`src/rtl/approx_mult_seq.sv`:
```
// Sequential leading-one approximate multiplier: normalise each operand, multiply
// the top KEEP bits, then shift the partial product back into the full result.
module approx_mult_seq #(
  parameter int WIDTH = 16,
  parameter int KEEP  = 8
) (
  input  logic               clk,
  input  logic               rst,
  input  logic               start,
  input  logic [WIDTH-1:0]   a,
  input  logic [WIDTH-1:0]   b,
  output logic               busy,
  output logic               done,
  output logic [2*WIDTH-1:0] product
);

  localparam int L  = WIDTH - KEEP;
  localparam int CW = (L < 1) ? 1 : $clog2(L + 1);
  localparam int SW = (L < 1) ? 1 : $clog2(2 * L + 1);

  typedef enum logic [2:0] {
    S_IDLE   = 3'd0,
    S_NORM_A = 3'd1,
    S_NORM_B = 3'd2,
    S_MUL    = 3'd3,
    S_DENORM = 3'd4,
    S_DONE   = 3'd5
  } state_t;

  state_t             r_state;
  state_t             w_state_nxt;
  logic [WIDTH-1:0]   r_a;
  logic [WIDTH-1:0]   r_b;
  logic [CW-1:0]      r_cnt_a;
  logic [CW-1:0]      r_cnt_b;
  logic [SW-1:0]      r_cnt_s;
  logic [2*WIDTH-1:0] r_prod;
  logic [2*WIDTH-1:0] r_product;
  logic               r_busy;
  logic               r_done;
  logic               w_busy_nxt;
  logic               w_done_nxt;
  logic               w_a_stop;
  logic               w_b_stop;
  logic [2*KEEP-1:0]  w_mul;
  logic [SW-1:0]      w_cnt_s_init;

  // Normalisation stops at the leading one or at the shift cap, which also covers a zero operand.
  assign w_a_stop     = r_a[WIDTH-1] | (r_cnt_a == CW'(L));
  assign w_b_stop     = r_b[WIDTH-1] | (r_cnt_b == CW'(L));
  assign w_mul        = (2*KEEP)'(r_a[WIDTH-1 -: KEEP]) * (2*KEEP)'(r_b[WIDTH-1 -: KEEP]);
  assign w_cnt_s_init = SW'(2 * L) - SW'(r_cnt_a) - SW'(r_cnt_b);

  assign busy    = r_busy;
  assign done    = r_done;
  assign product = r_product;

  // State and handshake output registers.
  always_ff @(posedge clk or negedge rst) begin
    if (!rst) begin
      r_state <= S_IDLE;
      r_busy  <= 1'b0;
      r_done  <= 1'b0;
    end else begin
      r_state <= w_state_nxt;
      r_busy  <= w_busy_nxt;
      r_done  <= w_done_nxt;
    end
  end

  // Next-state and next-output decode.
  always_comb begin
    w_state_nxt = r_state;
    w_busy_nxt  = r_busy;
    w_done_nxt  = 1'b0;
    case (r_state)
      S_IDLE: begin
        if (start) begin
          w_state_nxt = S_NORM_A;
          w_busy_nxt  = 1'b1;
        end else begin
          w_state_nxt = S_IDLE;
        end
      end
      S_NORM_A: begin
        if (w_a_stop) begin
          w_state_nxt = S_NORM_B;
        end else begin
          w_state_nxt = S_NORM_A;
        end
      end
      S_NORM_B: begin
        if (w_b_stop) begin
          w_state_nxt = S_MUL;
        end else begin
          w_state_nxt = S_NORM_B;
        end
      end
      S_MUL: w_state_nxt = S_DENORM;
      S_DENORM: begin
        if (r_cnt_s == SW'(0)) begin
          w_state_nxt = S_DONE;
          w_busy_nxt  = 1'b0;
          w_done_nxt  = 1'b1;
        end else begin
          w_state_nxt = S_DENORM;
        end
      end
      S_DONE: w_state_nxt = S_IDLE;
      default: begin
        w_state_nxt = S_IDLE;
        w_busy_nxt  = 1'b0;
      end
    endcase
  end

  // Datapath: the shift counts always sum to 2L, which keeps the latency constant.
  always_ff @(posedge clk or negedge rst) begin
    if (!rst) begin
      r_a       <= '0;
      r_b       <= '0;
      r_cnt_a   <= '0;
      r_cnt_b   <= '0;
      r_cnt_s   <= '0;
      r_prod    <= '0;
      r_product <= '0;
    end else begin
      case (r_state)
        S_IDLE: begin
          if (start) begin
            r_a     <= a;
            r_b     <= b;
            r_cnt_a <= '0;
            r_cnt_b <= '0;
          end
        end
        S_NORM_A: begin
          if (!w_a_stop) begin
            r_a     <= {r_a[WIDTH-2:0], 1'b0};
            r_cnt_a <= r_cnt_a + CW'(1);
          end
        end
        S_NORM_B: begin
          if (!w_b_stop) begin
            r_b     <= {r_b[WIDTH-2:0], 1'b0};
            r_cnt_b <= r_cnt_b + CW'(1);
          end
        end
        S_MUL: begin
          r_prod  <= (2*WIDTH)'(w_mul);
          r_cnt_s <= w_cnt_s_init;
        end
        S_DENORM: begin
          if (r_cnt_s == SW'(0)) begin
            r_product <= r_prod;
          end else begin
            r_prod  <= {r_prod[2*WIDTH-2:0], 1'b0};
            r_cnt_s <= r_cnt_s - SW'(1);
          end
        end
        default: ;
      endcase
    end
  end

endmodule

```
`config.mk`:
```
export PLATFORM = sky130hd
export DESIGN_NAME = approx_mult_seq
export DESIGN_NICKNAME = d
export VERILOG_FILES = /design/src/rtl/approx_mult_seq.sv
export SDC_FILE = /design/constraint.sdc
export NUM_CORES = 1
export LEC_CHECK = 0
export ABC_AREA = 1
export CAP_MARGIN = 20
export CORE_ASPECT_RATIO = 0.5
export CORE_MARGIN = 5
export CORE_UTILIZATION = 39
export DETAILED_ROUTE_END_ITERATION = 10
export DONT_BUFFER_PORTS = 1
export GPL_TIMING_DRIVEN = 0
export SLEW_MARGIN = 20
export SYNTH_ARGS = -nofsm -noshare
export SYNTH_HDL_FRONTEND = slang
export SYNTH_SLANG_ARGS = --single-unit
export TNS_END_PERCENT = 10
```
`constraint.sdc`:
```
create_clock -name clk -period 10.05 [get_ports clk]
set_input_delay 1.005 -clock clk [delete_from_list [all_inputs] [get_ports clk]]
set_output_delay 1.005 -clock clk [all_outputs]
set_load 0.05 [all_outputs]
```
==> key figures, run 1 <==
Outcome
  • Status: complete, no violations

STA
  • Setup TNS: 0 ns
  • Highest clock rate: 0.227 GHz
  • Setup slack after layout: 5.65 ns
  • Final setup vio count: 0
  • Hold Vio Cnt, Final: 0
  • Setup Skew: 0.0104 ns
  • Actual slew at the worst max-slew pin: 0.575 ns
  • Slew margin rel.: 0.617
  • Fin. max-slew vios: 0
  • RSZ-0062 raised after global routing: no
  • Fin crit share: 0.438
  • Tmin final: 4.40 ns

Placement
  • Placed Cells: 1198
  • Dpl ws: 5.64 ns
  • DP HPWL: 13.4 mm
  • RePlAce Congestion: 0.823
  • IO buf count: 0

Synth
  • Async S/R FF share, synth: 1.00
  • Synthesized area: 7520 µm²
  • Main combinational cell family by area after synthesis: adder cells
  • Ys flop type: dfrtp_1
  • Post-synthesis compound-gate area fraction: 0.125
  • XOR/XNOR Fraction of Synth Area: 0.00699
  • Most frequent cells after synthesis: nand2_1, inv_1, dfrtp_1
  • Most common cell in the netlist: nand2_1
  • Post-synth cell types: 35
  • Syn Inst Count: 939
  • Sequential-to-total area share from yosys stat: 0.379
  • Top cell type's share of synthesized area: 0.379
  • Mean Syn Cell Area: 8.01 µm²
  • Post-synth top area cell: dfrtp_1
  • Synth Area in Simple Gates: 0.172
  • Adder-cell share of the synthesized area: 0.178
  • Net Count, Synth: 1059
  • Yosys reg bits: 114
  • Post-synth EDFFs: 0
  • Synth warn: 0
  • Proportion of synthesized area in mux cells: 0
  • Dominant cells by area after synthesis: dfrtp_1, nand2_1, inv_1

Min path
  • Hold WC Path Type: in -> async

Drt
  • Routed Antenna Nets: 0
  • Post-Route WL: 17.8 mm
  • Avg WL per Cell: 14.4 µm
  • Vias/cell: 4.75
  • Initial DRC count: 395
  • Detailed-route via count: 5848
  • Pre-antenna DRT Iters: 5
  • Drc violations: 0

Die
  • I/O pin cnt: 69
  • Die X: 206 µm
  • Die ar.: 22300 µm²
  • Die H: 108 µm
  • Number of placement rows: 35
  • Initial Util: 0.403
  • Core area: 18700 µm²

Clocking
  • Clock latency on the worst-skew pair: 0.42 ns
  • CTS H-tree lvls: 4
  • CTS Buf Count: 17
  • CTS max path bufs: 2
  • CTS root buf: clkbuf_16
  • Post-CTS sizing: 0
  • CTS hold repair buffers: 0
  • Clock-pin slew on the worst setup and hold paths: 0.06 ns
  • CTS Sinks: 114
  • CTS tree: yes
  • Setup Fix Bufs, Post-CTS: 0

Worst setup path
  • WP buf/inv: 4
  • Critical Path Most Common Cell: nand2_1
  • Worst R2R Setup Slack: 5.65 ns
  • CP top delay family: adder cells
  • Crit path launch type: register
  • Slowest cell delay on critical path: 0.56 ns
  • CP Class: reg -> reg
  • CP max stage cell: fa_1
  • WP data required: 10.36 ns
  • Worst Path Arrival: 4.71 ns
  • Crit Path Max Fanout: 9
  • Crit. End Element: register
  • CP cell instances: clkbuf_1, nand2_1, fa_1, fa_1, inv_1, fa_1, inv_1, fa_1, inv_1, ha_1, nand2_1, nand2_1, nand2_1, nand2_1, nand2_1, nand3_1, nand2_1, nand3_1, nand2_1, nand2_1

Global routing
  • Largest net degree at the start of global routing: 115
  • Grt ovf: 0
  • First-pass GRT wire length: 29.8 mm
  • Initial antenna violation count: 0
  • Global Route Usage Sum: 0.168
  • Vias in the first global route: 5674

Final layout
  • Diodes inserted: 0
  • Fraction of layout cells with a size suffix above 1: 0.0721
  • Fillcell total: 1871
  • Final Net Count: 1078
  • Non-filler cells, final: 1230
  • Synth-to-Final Area Change: 12.2%

Run
  • Max-capacitance violation count: 0
==> area by class of cell <==
type | instances | area, µm² | area share
Tap cell | 259 | 324 | 0.0384
Multi-Input combinational cell | 566 | 3630 | 0.431
Buffer | 44 | 225 | 0.0267
Inverter | 215 | 807 | 0.0957
Sequential cell | 114 | 2850 | 0.338
Clock buffer | 18 | 439 | 0.0521
Clock inverter | 14 | 154 | 0.0182
==> metrics by stage <==
| step | hold slack [ns] | util | cell area (µm²) |
|---|---|---|---|
| 6_report | 0.272 | 0.452 | 8440 |
| 3_3_place_gp | 0.463 | 0.420 | 7840 |
| 2_1_floorplan | 0.449 | - | 7520 |
| 4_1_cts | 0.261 | 0.452 | 8440 |
| 3_5_place_dp | 0.470 | 0.420 | 7840 |
| 5_1_grt | 0.250 | 0.452 | 8440 |
==> path summary, 6_finish.rpt <==
check | startpoint | end | cells past startpoint
setup / recovery | r_a[8] | r_prod[14] | 20
hold / removal | rst | product[23] | 0
setup reg to reg | r_a[8] | r_prod[14] | 20
hold reg to reg | r_prod[13] | r_prod[13] | 2
max in group asynchronous | rst | r_b[1] | 0
min in group clk | r_prod[13] | r_prod[13] | 2
==> registers in the layout (all words and copies together) (netlist names) <==
| signal | cells |
|---|---|
| busy | 1 |
| r_cnt_a | 4 |
| r_cnt_s | 5 |
| r_b | 16 |
| r_a | 16 |
| r_cnt_b | 4 |
| r_prod | 32 |
| r_state | 3 |
| product | 32 |
| done | 1 |
==> kinds of logic (layout without fill, tap and decap cells) <==
logic type | Yosys count | after routing
AOI/OAI and AO/OA | 164 | 164
xor gates and xnor gates | 6 | 6
and+or+nand+nor | 311 | 311
adders and majority gates | 85 | 85
DFF | 114 | 114
buffers and inverters | 259 | 291
==> placed cells by master, fill, tap and decap left out, drive strengths merged, types with 5 or more instances in the layout <==
cell    instances
a21oi          25
buf            19
clkbuf         43
clkinv          5
dfrtp         114
fa             37
ha             48
inv           219
nand2         240
nand3          34
nand4           7
nor2           24
o211ai         37
o21ai          84
o22ai          16
==> routing by layer <==
layer / global-route usage / part of all wire
met5: 0 / 0
met4: 0.0337 / 0.0056
met3: 0.0590 / 0.075
met2: 0.233 / 0.40
met1: 0.252 / 0.52
Power of run 1 is left out: the tool's default activity adds up to more than one toggle a clock period on the data nets, which glitch-free logic cannot reach.
==> inputs of run 2 (changes only) <==
==> constraint.sdc (replaced) <==
create_clock -name clk -period 3.92 [get_ports clk]
set_input_delay 0.392 -clock clk [delete_from_list [all_inputs] [get_ports clk]]
set_output_delay 0.392 -clock clk [all_outputs]
set_load 0.05 [all_outputs]
==> run 2 against run 1 <==
Effect of this change: via count is 2.5% higher; sequential share of layout area is 1.6 points lower; flip-flop and latch count stayed put; critical path depth is 1 lower; non-clock buffer count is 20 higher; hold slack worse by 0.17 ns; utilization is 2.6 points higher; first-iteration DRC count is 6.8% higher; global-route usage is 0.49 points higher; die area stayed put; the flow now finishes with violations (negative setup slack); cell area is 5.7% higher; clock-buffer cell count stayed put.
==> key figures, run 2 (same netlist as run 1, synthesis figures left out) <==
Drt
  • Vias/cell: 4.80
  • Pre-antenna DRT Iters: 4
  • Routed Antenna Nets: 0
  • Detailed-route via count: 5996
  • Initial DRC count: 422
  • Avg WL per Cell: 14.7 µm
  • Drc violations: 0
  • Post-Route WL: 18.4 mm

STA
  • Actual slew at the worst max-slew pin: 0.598 ns
  • Fin. max-slew vios: 0
  • Hold Vio Cnt, Final: 0
  • Highest clock rate: 0.255 GHz
  • Setup slack after layout: -0.00129 ns
  • Setup Skew: 0.00816 ns
  • Slew margin rel.: 0.601
  • Final setup vio count: 1
  • Hold_ws: 0.102 ns
  • Tmin final: 3.92 ns
  • RSZ-0062 raised after global routing: yes
  • Fin crit share: 1.00

Die
  • I/O pin cnt: 69
  • Die H: 108 µm
  • Die X: 206 µm
  • Number of placement rows: 35
  • Die ar.: 22300 µm²
  • Core area: 18700 µm²
  • Initial Util: 0.403

Final layout
  • Diodes inserted: 0
  • Final instance area: 8910 µm²
  • Commonest non-fill, non-tap cell in the layout: nand2_1
  • Most frequent cells in the layout: nand2_1, inv_1, dfrtp_1
  • Synth-to-Final Area Change: 18.6%
  • Fraction of layout cells with a size suffix above 1: 0.171
  • Final Net Count: 1098

Worst setup path
  • Worst Path Arrival: 4.23 ns
  • CP top delay family: adder cells
  • Crit. End Element: register
  • WP buf/inv: 5
  • CP cell instances: buf_6, nand2_2, inv_2, fa_1, fa_2, fa_1, inv_2, fa_1, inv_2, ha_4, nand2_2, inv_2, nand2_1, nor2_1, nand2_1, nand4_1, nand3_2, nand2_2, nand2_2
  • CP Class: reg -> reg
  • Crit Path Max Fanout: 6
  • CP max stage cell: fa_1
  • Slowest cell delay on critical path: 0.54 ns
  • WP data required: 4.23 ns
  • Crit path launch type: register

Clocking
  • CTS root buf: clkbuf_16
  • CTS Sinks: 114
  • CTS tree: yes
  • CTS H-tree lvls: 4
  • Clock-pin slew on the worst setup and hold paths: 0.06 ns
  • CTS Buf Count: 17
  • Clock latency on the worst-skew pair: 0.42 ns
  • CTS max path bufs: 2

Global routing
  • Global Route Usage Sum: 0.173
  • Vias in the first global route: 5893
  • Largest net degree at the start of global routing: 115
  • Initial antenna violation count: 0
  • Grt ovf: 0
  • First-pass GRT wire length: 30.6 mm

Placement
  • Dpl ws: -0.479 ns
  • Placed inst area: 7850 µm²
  • DP HPWL: 13.5 mm
  • RePlAce Congestion: 0.820
  • IO buf count: 0

Outcome
  • Status: finished with violations
  • Failing checks: negative setup slack

Run
  • Max-capacitance violation count: 0

Min path
  • Hold WC Path Type: in -> reg
[run 2: changes by cell type in the layout (fill, tap and decap cells not counted), sizes merged]
cell	previous run	this run
inv	219	218
buf	19	50
clkbuf	43	31
bufinv	2	3
dlygate4sd3	0	1
[run 2: area by class of cell]
| cell class | count | area [µm²] |
|---|---|---|
| fill | 1853 | 9740 |
| multi-input combinational | 566 | 3830 |
| clock buffer | 18 | 429 |
| buffer | 31 | 185 |
| clock inverter | 14 | 181 |
| timing repair buffer | 33 | 285 |
| inverter | 215 | 807 |
| sequential | 114 | 2870 |
| tap | 259 | 324 |
[run 2: routing by layer]
layer,vias to the layer above,global-route usage,routed length [µm]
li1,3013,-,-
met1,2856,0.261,9680
met2,114,0.241,7400
met3,13,0.0545,1200
met4,0,0.0380,151
met5,-,0,0
[run 2: worst paths after layout]
kind                                  from     endpoint  slack, ns  depth (start not counted)
worst max-delay path               r_b[10]   r_prod[15]     -0.001                         19
worst min-delay path                  a[0]       r_a[0]       0.10                          2
worst max register to register     r_b[10]   r_prod[15]     -0.001                         19
worst min register to register  r_prod[14]   r_prod[14]       0.48                          2
max in group asynchronous              rst      r_a[11]       2.85                          2
min in group asynchronous              rst  product[22]       0.54                          2
[run 2: metrics by stage]
stage                      util  setup TNS (ns)  std cells
after floorplan               -               0        939
after global placement    0.421           -2.57       1198
after detailed placement  0.421           -3.07       1198
after CTS                 0.469               0       1242
after global routing      0.478          -0.605       1250
final                     0.478        -0.00129       1250
[run 2: what timing repair did]
| item | CTS | global route |
|---|---|---|
| pin swaps | 18 | 31 |
| cloned | 0 | 0 |
| hold buffers | 2 | 0 |
| hold endpoints to repair | 114 | 0 |
| setup endpoints to repair | 9 | 10 |
| resized for setup | 41 | 40 |
| buffers inserted | 22 | 10 |
Power of run 2 is left out for the same reason.
==> inputs of run 3 (changes only) <==
--- a/config.mk
+++ b/config.mk
@@ -6,7 +6,6 @@
 export NUM_CORES = 1
 export LEC_CHECK = 0
 export ABC_AREA = 1
-export CAP_MARGIN = 20
 export CORE_ASPECT_RATIO = 0.5
 export CORE_MARGIN = 5
 export CORE_UTILIZATION = 39
==> results of run 3 <==
The final DEF is identical to that of run 2; final timing and power are the same.
Power of run 3 is left out for the same reason.
